[config.mk]
export PLATFORM = sky130hd
export DESIGN_NAME = regfile_write_arbiter
export DESIGN_NICKNAME = d
export VERILOG_FILES = /design/src/rtl/regfile_write_arbiter.sv
export SDC_FILE = /design/constraint.sdc
export NUM_CORES = 1
export LEC_CHECK = 0
export CORE_ASPECT_RATIO = 0.8
export CORE_MARGIN = 2
export CORE_UTILIZATION = 30
export CTS_CLUSTER_DIAMETER = 80
export DETAILED_ROUTE_END_ITERATION = 10
export PLACE_DENSITY = 0.76
export RECOVER_POWER = 25
export SYNTH_ARGS = -nofsm -noshare
export SYNTH_HDL_FRONTEND = slang
export SYNTH_SLANG_ARGS = --single-unit
[constraint.sdc]
create_clock -name clock -period 3.9 [get_ports clock]
set_input_delay 0.78 -clock clock [delete_from_list [all_inputs] [get_ports clock]]
set_output_delay 0.78 -clock clock [all_outputs]
set_load 0.02 [all_outputs]
[src/rtl/regfile_write_arbiter.sv]
// Two-requester arbiter for a single register-file write port, with read-hazard snoop and collision flag.
// Optional REGFILE_WRARB_FIXED_PRIO_EN selects fixed priority (A over B) instead of round-robin.
module regfile_write_arbiter #(
  parameter int ADDR_W = 6,
  parameter int DATA_W = 32
) (
  input  logic              clock,
  input  logic              Reset_n,
  input  logic              ReqA,
  input  logic              ReqB,
  input  logic [ADDR_W-1:0] AddrA,
  input  logic [ADDR_W-1:0] AddrB,
  input  logic [DATA_W-1:0] DataA,
  input  logic [DATA_W-1:0] DataB,
  output logic              ReadyA,
  output logic              ReadyB,
  output logic [ADDR_W-1:0] WriteReg,
  output logic [DATA_W-1:0] WriteData,
  output logic              RegWrite,
  input  logic [ADDR_W-1:0] Read1,
  input  logic [ADDR_W-1:0] Read2,
  output logic              Hazard1,
  output logic              Hazard2,
  output logic              Collision
);

  logic grant_a;
  logic grant_b;
  logic transfer;

`ifdef REGFILE_WRARB_FIXED_PRIO_EN
  always_comb begin
    grant_a = Reset_n && ReqA;
    grant_b = Reset_n && ReqB && !ReqA;
  end
`else
  // last_grant: 1 = B won the most recent transfer, so A wins the next contention.
  logic last_grant;

  always_comb begin
    grant_a = Reset_n && ReqA && (!ReqB || last_grant);
    grant_b = Reset_n && ReqB && !grant_a;
  end

  always_ff @(posedge clock or negedge Reset_n) begin
    if (!Reset_n) begin
      last_grant <= 1'b1;
    end else if (grant_a || grant_b) begin
      last_grant <= grant_b;
    end
  end
`endif

  assign ReadyA   = grant_a;
  assign ReadyB   = grant_b;
  assign transfer = grant_a || grant_b;

  always_ff @(posedge clock or negedge Reset_n) begin
    if (!Reset_n) begin
      RegWrite  <= 1'b0;
      WriteReg  <= '0;
      WriteData <= '0;
      Collision <= 1'b0;
    end else begin
      RegWrite  <= transfer;
      Collision <= ReqA && ReqB && (AddrA == AddrB);
      if (grant_a) begin
        WriteReg  <= AddrA;
        WriteData <= DataA;
      end else if (grant_b) begin
        WriteReg  <= AddrB;
        WriteData <= DataB;
      end
    end
  end

  // Snoop: a read of the register being written this cycle sees stale file contents.
  assign Hazard1 = RegWrite && (Read1 == WriteReg);
  assign Hazard2 = RegWrite && (Read2 == WriteReg);

endmodule

==> metrics <==
status=completed; Max Clk Rate=314.1 MHz; Syn Std Cell Area=about 0.0022 sq mm; antenna cells=0; Power Dens Cells=approximately 360 mW/mm^2; total grt overflow=0; Final Hold Fails=0; initial antenna violation count=0; compound-cell area share of the yosys netlist=around a fifth; CTS clk-pin slew, worst paths=70 ps; routed wire length=7151 um; Yosys cell types=26; most common cell in the netlist=dfrtp_1; num rows=27; global-route usage over all layers=18.08%; ys flop type=dfrtp_1; ys async rst share=100.0%; post-DP HPWL=5000 um; DRC violations left=0; Layout Skew=between 7 and 8 ps; die height=80.09 um; Layout fillers=646; layout cells sized above 1=5.220%; First-pass DRT Iterations=4; first-pass GRT wire length=11610 um; xor and xnor fraction of the mapped netlist area=about 7.3%; Worst setup SP type=primary input; Max Buffers Root-to-Sink=2; final setup margin=716.3 ps; DR iter-0 viols=102; Post-synth EDFFs=0; Worst EP required=3120 ps; via/cell ratio=5.113; most frequent cells after synthesis=dfrtp_1 (40), nand3_1 (34), a31oi_1 (32), nor2_1 (32), o21ai_0 (23); Via Count=about 2300; top cells by area, synth=dfrtp_1 (46%), a31oi_1 (9.2%), nand3_1 (7.8%); clk sinks=41; reg2reg start=last_grant$_DFFE_PN1P_; IO Count=around 140; CP Launch Point=ReqB; Cells after Synth=236; die width=about 99 um; Tmin final=roughly 3200 ps; mux share of post-synthesis cell area=0%; Port-buffer cells=135; Layout area overhead=66.86%; leakage power=between 1 and 1.5 nW; H-tree levels=2; area leader, netlist=dfrtp_1; Critical Path End=ReadyA; initial core utilization=31.19%; core area=0.006959 sq mm; Adder-Cell Fraction of Synth Area=0%; Final Cycle Share=81.63%; max-slew violations=0; critical path data arrival time=2400 ps; CP max FO=7; total CTS buffers=5; RSZ-0062 raised after global routing=no; cts hold-fix bufs=0; CTS tree=yes; Yosys top cell area share=between 40% and 50%; vias in the first global route=~2300; Die ar.=0.007937 sq mm; R2R Path End=WriteData[0]$_DFFE_PN0P_; Worst Reg-to-Reg Cells=3; Syn Area/Cell=9.198 sq um; simple-gate share of the synthesized area=18.56%; Rel. slew slack=roughly 19%; Final TNS setup=0 ps; wire length per cell=15.86 um; # setup viols final=0; crit path capture type=output pin; Seq cells post-synth=41; Placer Congestion=a little over 0.8; Least-Margin Pin Slew=1222 ps; largest net degree at the start of global routing=just over 70; Post-CTS Setup Inserts=0; Max rail drop VDD=0.1802 mV; max_cap viols=0; HP Class=primary input to asynchronous set/reset pin; Post-CTS Resized=0; R2R Setup Slk=1900 ps; sequential share of the synthesized area=a little under half; main combinational cell family by area after synthesis=compound AO/OA/AOI/OAI gates; root buf cell=clkbuf_8; Total Nets Final=455; Syn. warnings=0; clock latency on the worst-skew pair=280 ps; antenna-violating nets left=0; syn nets=328; Setup WS pre-CTS=731.4 ps; Crit Path Class=primary input to output pin
cells by family after synthesis:
| group | Yosys count |
|---|---|
| and+or+nand+nor | 84 |
| buffers and inverters | 20 |
| DFF | 41 |
| AOI/OAI and AO/OA | 73 |
| xor gates and xnor gates | 18 |
per-layer routing:
layer | GRT usage (%) | vias to the layer above | share of wire, %
met2 | 28.18 | 99 | 45
met3 | 4.787 | 4 | 8.4
met5 | 0 | - | 0
met1 | 25.72 | 1097 | 46
li1 | - | 1106 | -
met4 | 2.877 | 0 | 0.57
report_power, final:
group	internal, mW	switching, mW
clock	0.144	0.147
sequential	0.486	0.0425
combinational	0.252	0.232
total	0.882	0.422
state kept, by name, indices dropped and copies added, names as in the netlist:
name,cells
Collision,1
WriteReg,6
WriteData,32
RegWrite,1
last_grant,1
area by class of cell:
| class | count | area [sq um] | share of cell area, % |
|---|---|---|---|
| clock inverter | 2 | 13.76 | 0.3800 |
| clock buffer | 6 | 82.58 | 2.280 |
| tap | 87 | 108.9 | 3.005 |
| sequential | 41 | 1027 | 28.36 |
| multi-input combinational | 175 | 1007 | 27.81 |
| timing repair buffer | 140 | 1383 | 38.17 |
metrics by stage:
step | instance area (sq um) | instances | total power [mW] | hold slack (ps) | util (%)
after CTS | 3623 | 451 | 1.323 | 296.6 | 52.07
after global placement | 3527 | 443 | 1.015 | 494.4 | 50.68
after floorplan | 2171 | 236 | 0.7627 | 472.7 | -
after global routing | 3622 | 451 | 1.386 | 360.3 | 52.05
final | 3622 | 451 | 1.304 | 359.5 | 52.05
after detailed placement | 3527 | 443 | 1.023 | 506.4 | 50.68
critical path: stages:
cell and delay [ps]:
clkdlybuf4s50_1 490, and2b_4 210, nor2_2 250, clkdlybuf4s50_1 670
placed cells by master, fill, tap and decap left out:
master / netlist / routed
a21oi_1: 1 / 1
a221o_1: 5 / 5
a221o_2: 1 / 1
a31oi_1: 32 / 32
and2_1: 1 / 1
and2b_4: 1 / 1
buf_4: 1 / 5
clkbuf_1: 3 / 1
clkbuf_8: 0 / 6
clkdlybuf4s50_1: 0 / 134
clkinv_2: 0 / 1
clkinv_4: 0 / 1
dfrtp_1: 40 / 40
dfstp_2: 1 / 1
nand2_1: 2 / 2
nand2_2: 1 / 1
nand3_1: 34 / 34
nand4_1: 2 / 2
nor2_1: 32 / 32
nor2_2: 1 / 1
nor2b_1: 6 / 6
nor4_1: 3 / 3
o21a_4: 1 / 1
o21ai_0: 23 / 23
o21ai_1: 10 / 10
or2b_1: 1 / 1
xnor2_1: 10 / 10
xor2_1: 8 / 8
how the worst min path moves through the flow:
stage	start	endpoint	slack [ps]	depth (start not counted)
final	Reset_n	Collision$_DFF_PN0_	360	1
after global routing	Reset_n	Collision$_DFF_PN0_	360	1
after CTS	Reset_n	Collision$_DFF_PN0_	300	1
after detailed placement	last_grant$_DFFE_PN1P_	last_grant$_DFFE_PN1P_	510	2
after global placement	last_grant$_DFFE_PN1P_	last_grant$_DFFE_PN1P_	490	2
after floorplan	last_grant$_DFFE_PN1P_	last_grant$_DFFE_PN1P_	470	2
Power figures use the tool's default switching activity.
==> variant 1 (config.mk and constraints unchanged) <==
`DATA_W`: 32 -> 64.
--- a/src/rtl/regfile_write_arbiter.sv
+++ b/src/rtl/regfile_write_arbiter.sv
@@ -3,5 +3,5 @@
 module regfile_write_arbiter #(
   parameter int ADDR_W = 6,
-  parameter int DATA_W = 32
+  parameter int DATA_W = 64
 ) (
   input  logic              clock,
Ports: changed (resized DataA, DataB and WriteData); port bits go from 136 to 232. No check against the original RTL was run, so the function may have changed too.
==> variant 1 against the unedited design <==
  * Setup slack got worse by 0.028 ns
  * First-iteration DRC count is 93% higher
  * Area after synthesis increased by 74%
  * Power is 99% higher
  * Die area rose by 70%
  * Routed wire length is 78% higher
  * Sequential cell count rose by 32
  * Hold slack better by 0.17 ns
  * Design area is 77% higher
  * Clock skew is essentially flat
  * Synthesized cell count increased by 78%
  * Largest cell class unchanged
  * Largest power group unchanged
==> variant 1: results (changes against the unedited design) <==
initial antenna violation count - 1 (+1)
ranking of synthesized cells by area - dfrtp_1, a31oi_1, nand3_1
fin cells - 802 (+78%)
number of non-clock buffers in the layout - 239 (+71%)
multi-input gates - 303 (+73%)
Place WS - 0.6996 ns (-0.03174 ns)
worst hold margin - 0.5272 ns (+0.1677 ns)
number of global-route vias before repair - 3972 (+71%)
first-pass GRT wire length - 20.03 mm (+72%)
Leakage - 2.373 nW (+75%)
Seq/total area - 28.59% (+0.23 points)
gr usage total - 18.64% (+0.56 points)
sequential-to-total area share from yosys stat - 48.46% (+1.1 points)
Placed Cells - 786 (+77%)
skew final - 0.007384 ns (-0.0001990 ns)
maximum number of pins on one net before global-route repair - 69 (-4.2%)
capture instance of the worst register-to-register path - WriteData[1]
initial drt markers - 197 (+93%)
crit path DAT - 2.43 ns (+0.03 ns)
routability cong. - 0.8352 (+1.6%)
detailed-route via count - 4066 (+76%)
CTS clk-pin slew, worst paths - 0.05 ns (-0.02 ns)
Sw Ratio - 30.38% (-2.0 points)
share of layout cells above drive strength 1 - 4.754% (-0.47 points)
reg2reg path depth - 4 (+1)
sequential share of power - 36.2% (-4.3 points)
DP HPWL - 9.073 mm (+81%)
Regs by FF count - WriteData: 64 flops, WriteReg: 6 flops
Post-Route WL - 12.75 mm (+78%)
area after detailed placement - 6102 µm² (+73%)
DR pass1 iterations - 5 (+1)
CTS H-Tree Depth - 3 (+1)
Top Metal Used - met5
seq_cells - 73 (+78%)
Core Area - 12210 µm² (+75%)
combinational power - 0.839 mW (+73%)
Final Power - 2.593 mW (+99%)
Setup crit start - ReqA
wl on met1 - 5.047 mm (+52%)
CTS Buf Count - 9 (+4)
R2R setup slack - 2.00 ns (+0.10 ns)
worst vdd ir - 209.2 µV (+16%)
clkbuf count - 11 (+5)
IO buf count - 231 (+71%)
status - complete, no violations
Mapped Avg Cell Area - 9.003 µm² (-2.1%)
## variant 1: cells by family (layout without fill, tap and decap cells)
group / after synthesis / in the layout / synth area share [%]
buffers and inverters: 43 / 255 / 8.027
flip-flops: 73 / 73 / 48.46
XOR/XNOR: 18 / 18 / 4.179
AND/OR/NAND/NOR: 148 / 148 / 18.18
AO/OA/AOI/OAI: 137 / 137 / 21.16
## variant 1: worst max path at each step
stage               slack, ns  depth (start not counted)  endpoint
CTS                      0.69                          4    ReadyA
detailed placement       0.70                          4    ReadyA
floorplan                1.46                          2   Hazard1
finish                   0.69                          4    ReadyA
global route             0.58                          4    ReadyA
global placement         0.71                          4    ReadyA
## variant 1: layer usage
layer | GRT usage (%) | vias to the layer above
li1 | - | 1929
met1 | 22.17 | 1896
met2 | 31.77 | 213
met3 | 6.070 | 26
met4 | 5.745 | 2
met5 | 0 | -
## variant 1: worst max-delay path: cells and delay by family
family                 cells  cell delay, ns
buffers and inverters      2            1.27
and+or+nand+nor            2            0.38
==> variant 2 (same flow settings) <==
Without the edit above. Make the reset (`Reset_n`) synchronous in 2 clocked blocks.
--- a/src/rtl/regfile_write_arbiter.sv
+++ b/src/rtl/regfile_write_arbiter.sv
@@ -43,5 +43,5 @@
   end
 
-  always_ff @(posedge clock or negedge Reset_n) begin
+  always_ff @(posedge clock) begin
     if (!Reset_n) begin
       last_grant <= 1'b1;
@@ -56,5 +56,5 @@
   assign transfer = grant_a || grant_b;
 
-  always_ff @(posedge clock or negedge Reset_n) begin
+  always_ff @(posedge clock) begin
     if (!Reset_n) begin
       RegWrite  <= 1'b0;
Behaviour: differs if Reset_n is asserted again (counterexample within 4 cycles, from zero or initial values and one cycle with Reset_n low); with Reset_n held inactive, the same outputs for 10 cycles.
==> variant 2 against the unedited design <==
  * The flow now finishes with violations (max-capacitance violations, max-slew violations)
  * Area after synthesis is 7.7% lower
  * Power is 17% lower
  * Clock skew about the same
  * Critical path depth is 1 higher
  * Via count decreased by 0.74%
  * Final cell count fell by 0.22%
  * Synthesized cell count rose by 1.3%
  * Routed wire length shrank 9.2%
  * Combinational power fell by 33%
  * Sequential cell count is the same
  * Setup slack got worse by 0.030 ns
  * Design area decreased by 3.8%
  * Critical path type unchanged
==> variant 2: results (changes against the unedited design) <==
detailed-route via count - 2289 (-0.74%)
top cells by count, synth - nand2_1, dfxtp_1, nand3_1
Synth Net Count - 331 (+0.91%)
crit path DAT - 2.43 ns (+0.03 ns)
Max Slew Vio Count - 34 (+34)
Leakage - 1.284 nW (-5.3%)
met3 wire len - 659 µm (+9.8%)
reg2reg path depth - 4 (+1)
first-pass GRT wire length - 10.44 mm (-10%)
Nets - 458 (+0.66%)
slew of the pin with the lowest slew margin - 1.605 ns (+0.3831 ns)
worst hold margin - 0.4656 ns (+0.1061 ns)
Hold/Removal Path Class - flip-flop to flip-flop
met3 usage - 6.090% (+1.3 points)
maximum number of pins on one net before global-route repair - 39 (-46%)
max-cap violations - 1 (+1)
Synth Area in XOR/XNOR - 7.870% (+0.61 points)
ranking of synthesized cells by area - dfxtp_1, o311ai_0, nand2_1
failing checks - max-capacitance violations, max-slew violations
WL per Instance - 14.43 µm (-9.0%)
met2 routed WL - 3.074 mm (-3.6%)
synthesized instance count - 239 (+1.3%)
final worst slack - 0.6860 ns (-0.03035 ns)
initial drt markers - 51 (-50%)
CP endpoint - ReadyB
worst vdd ir - 132.6 µV (-26%)
wl on met1 - 2.740 mm (-17%)
worst-path maximum fanout - 7 (unchanged)
share of layout cells above drive strength 1 - 5.191% (-0.029 points)
skew final - 0.007467 ns (-0.0001160 ns)
met1 Use GR - 21.16% (-4.6 points)
status - finished, violations left
Primary FF master, synth - dfxtp_1
Reg-to-Reg Start - last_grant
Synth Area in Compound Gates - 18.36% (-2.2 points)
gr usage total - 17.70% (-0.38 points)
R2R setup slack - 1.77 ns (-0.13 ns)
Post-Route WL - 6.492 mm (-9.2%)
DP HPWL - 4.669 mm (-6.6%)
area after detailed placement - 3407 µm² (-3.4%)
==> variant 2: changes by cell type in the layout (fill, tap and decap cells not counted), moves of 10 or more <==
cell and delta:
nand2_1 +63, dfxtp_1 +41, clkdlybuf4s50_1 -18, dfrtp_1 -40
dlygate4sd3_1 +19, o21ai_1 -10, nor2_1 -32, o311ai_0 +29
a31oi_1 -32, o21ai_0 -23
==> variant 2: layout make-up <==
type                       count  area, µm²
fill                         610       2923
multi-input combinational    175       1070
sequential                    41      820.8
tap                           84      105.1
clock buffer                   7      86.33
timing repair buffer         143       1404
==> variant 2: worst max-delay path: stages <==
cell	delay (ns)
dlygate4sd3_1	0.64
nand2_1	0.11
a21oi_1	0.13
buf_4	0.17
clkdlybuf4s50_1	0.60
==> variant 2: power breakdown <==
group / internal, mW / switching, mW / total (mW)
clock: 0.141 / 0.137 / 0.277
combinational: 0.180 / 0.143 / 0.323
sequential: 0.457 / 0.0223 / 0.480
total: 0.778 / 0.302 / 1.08
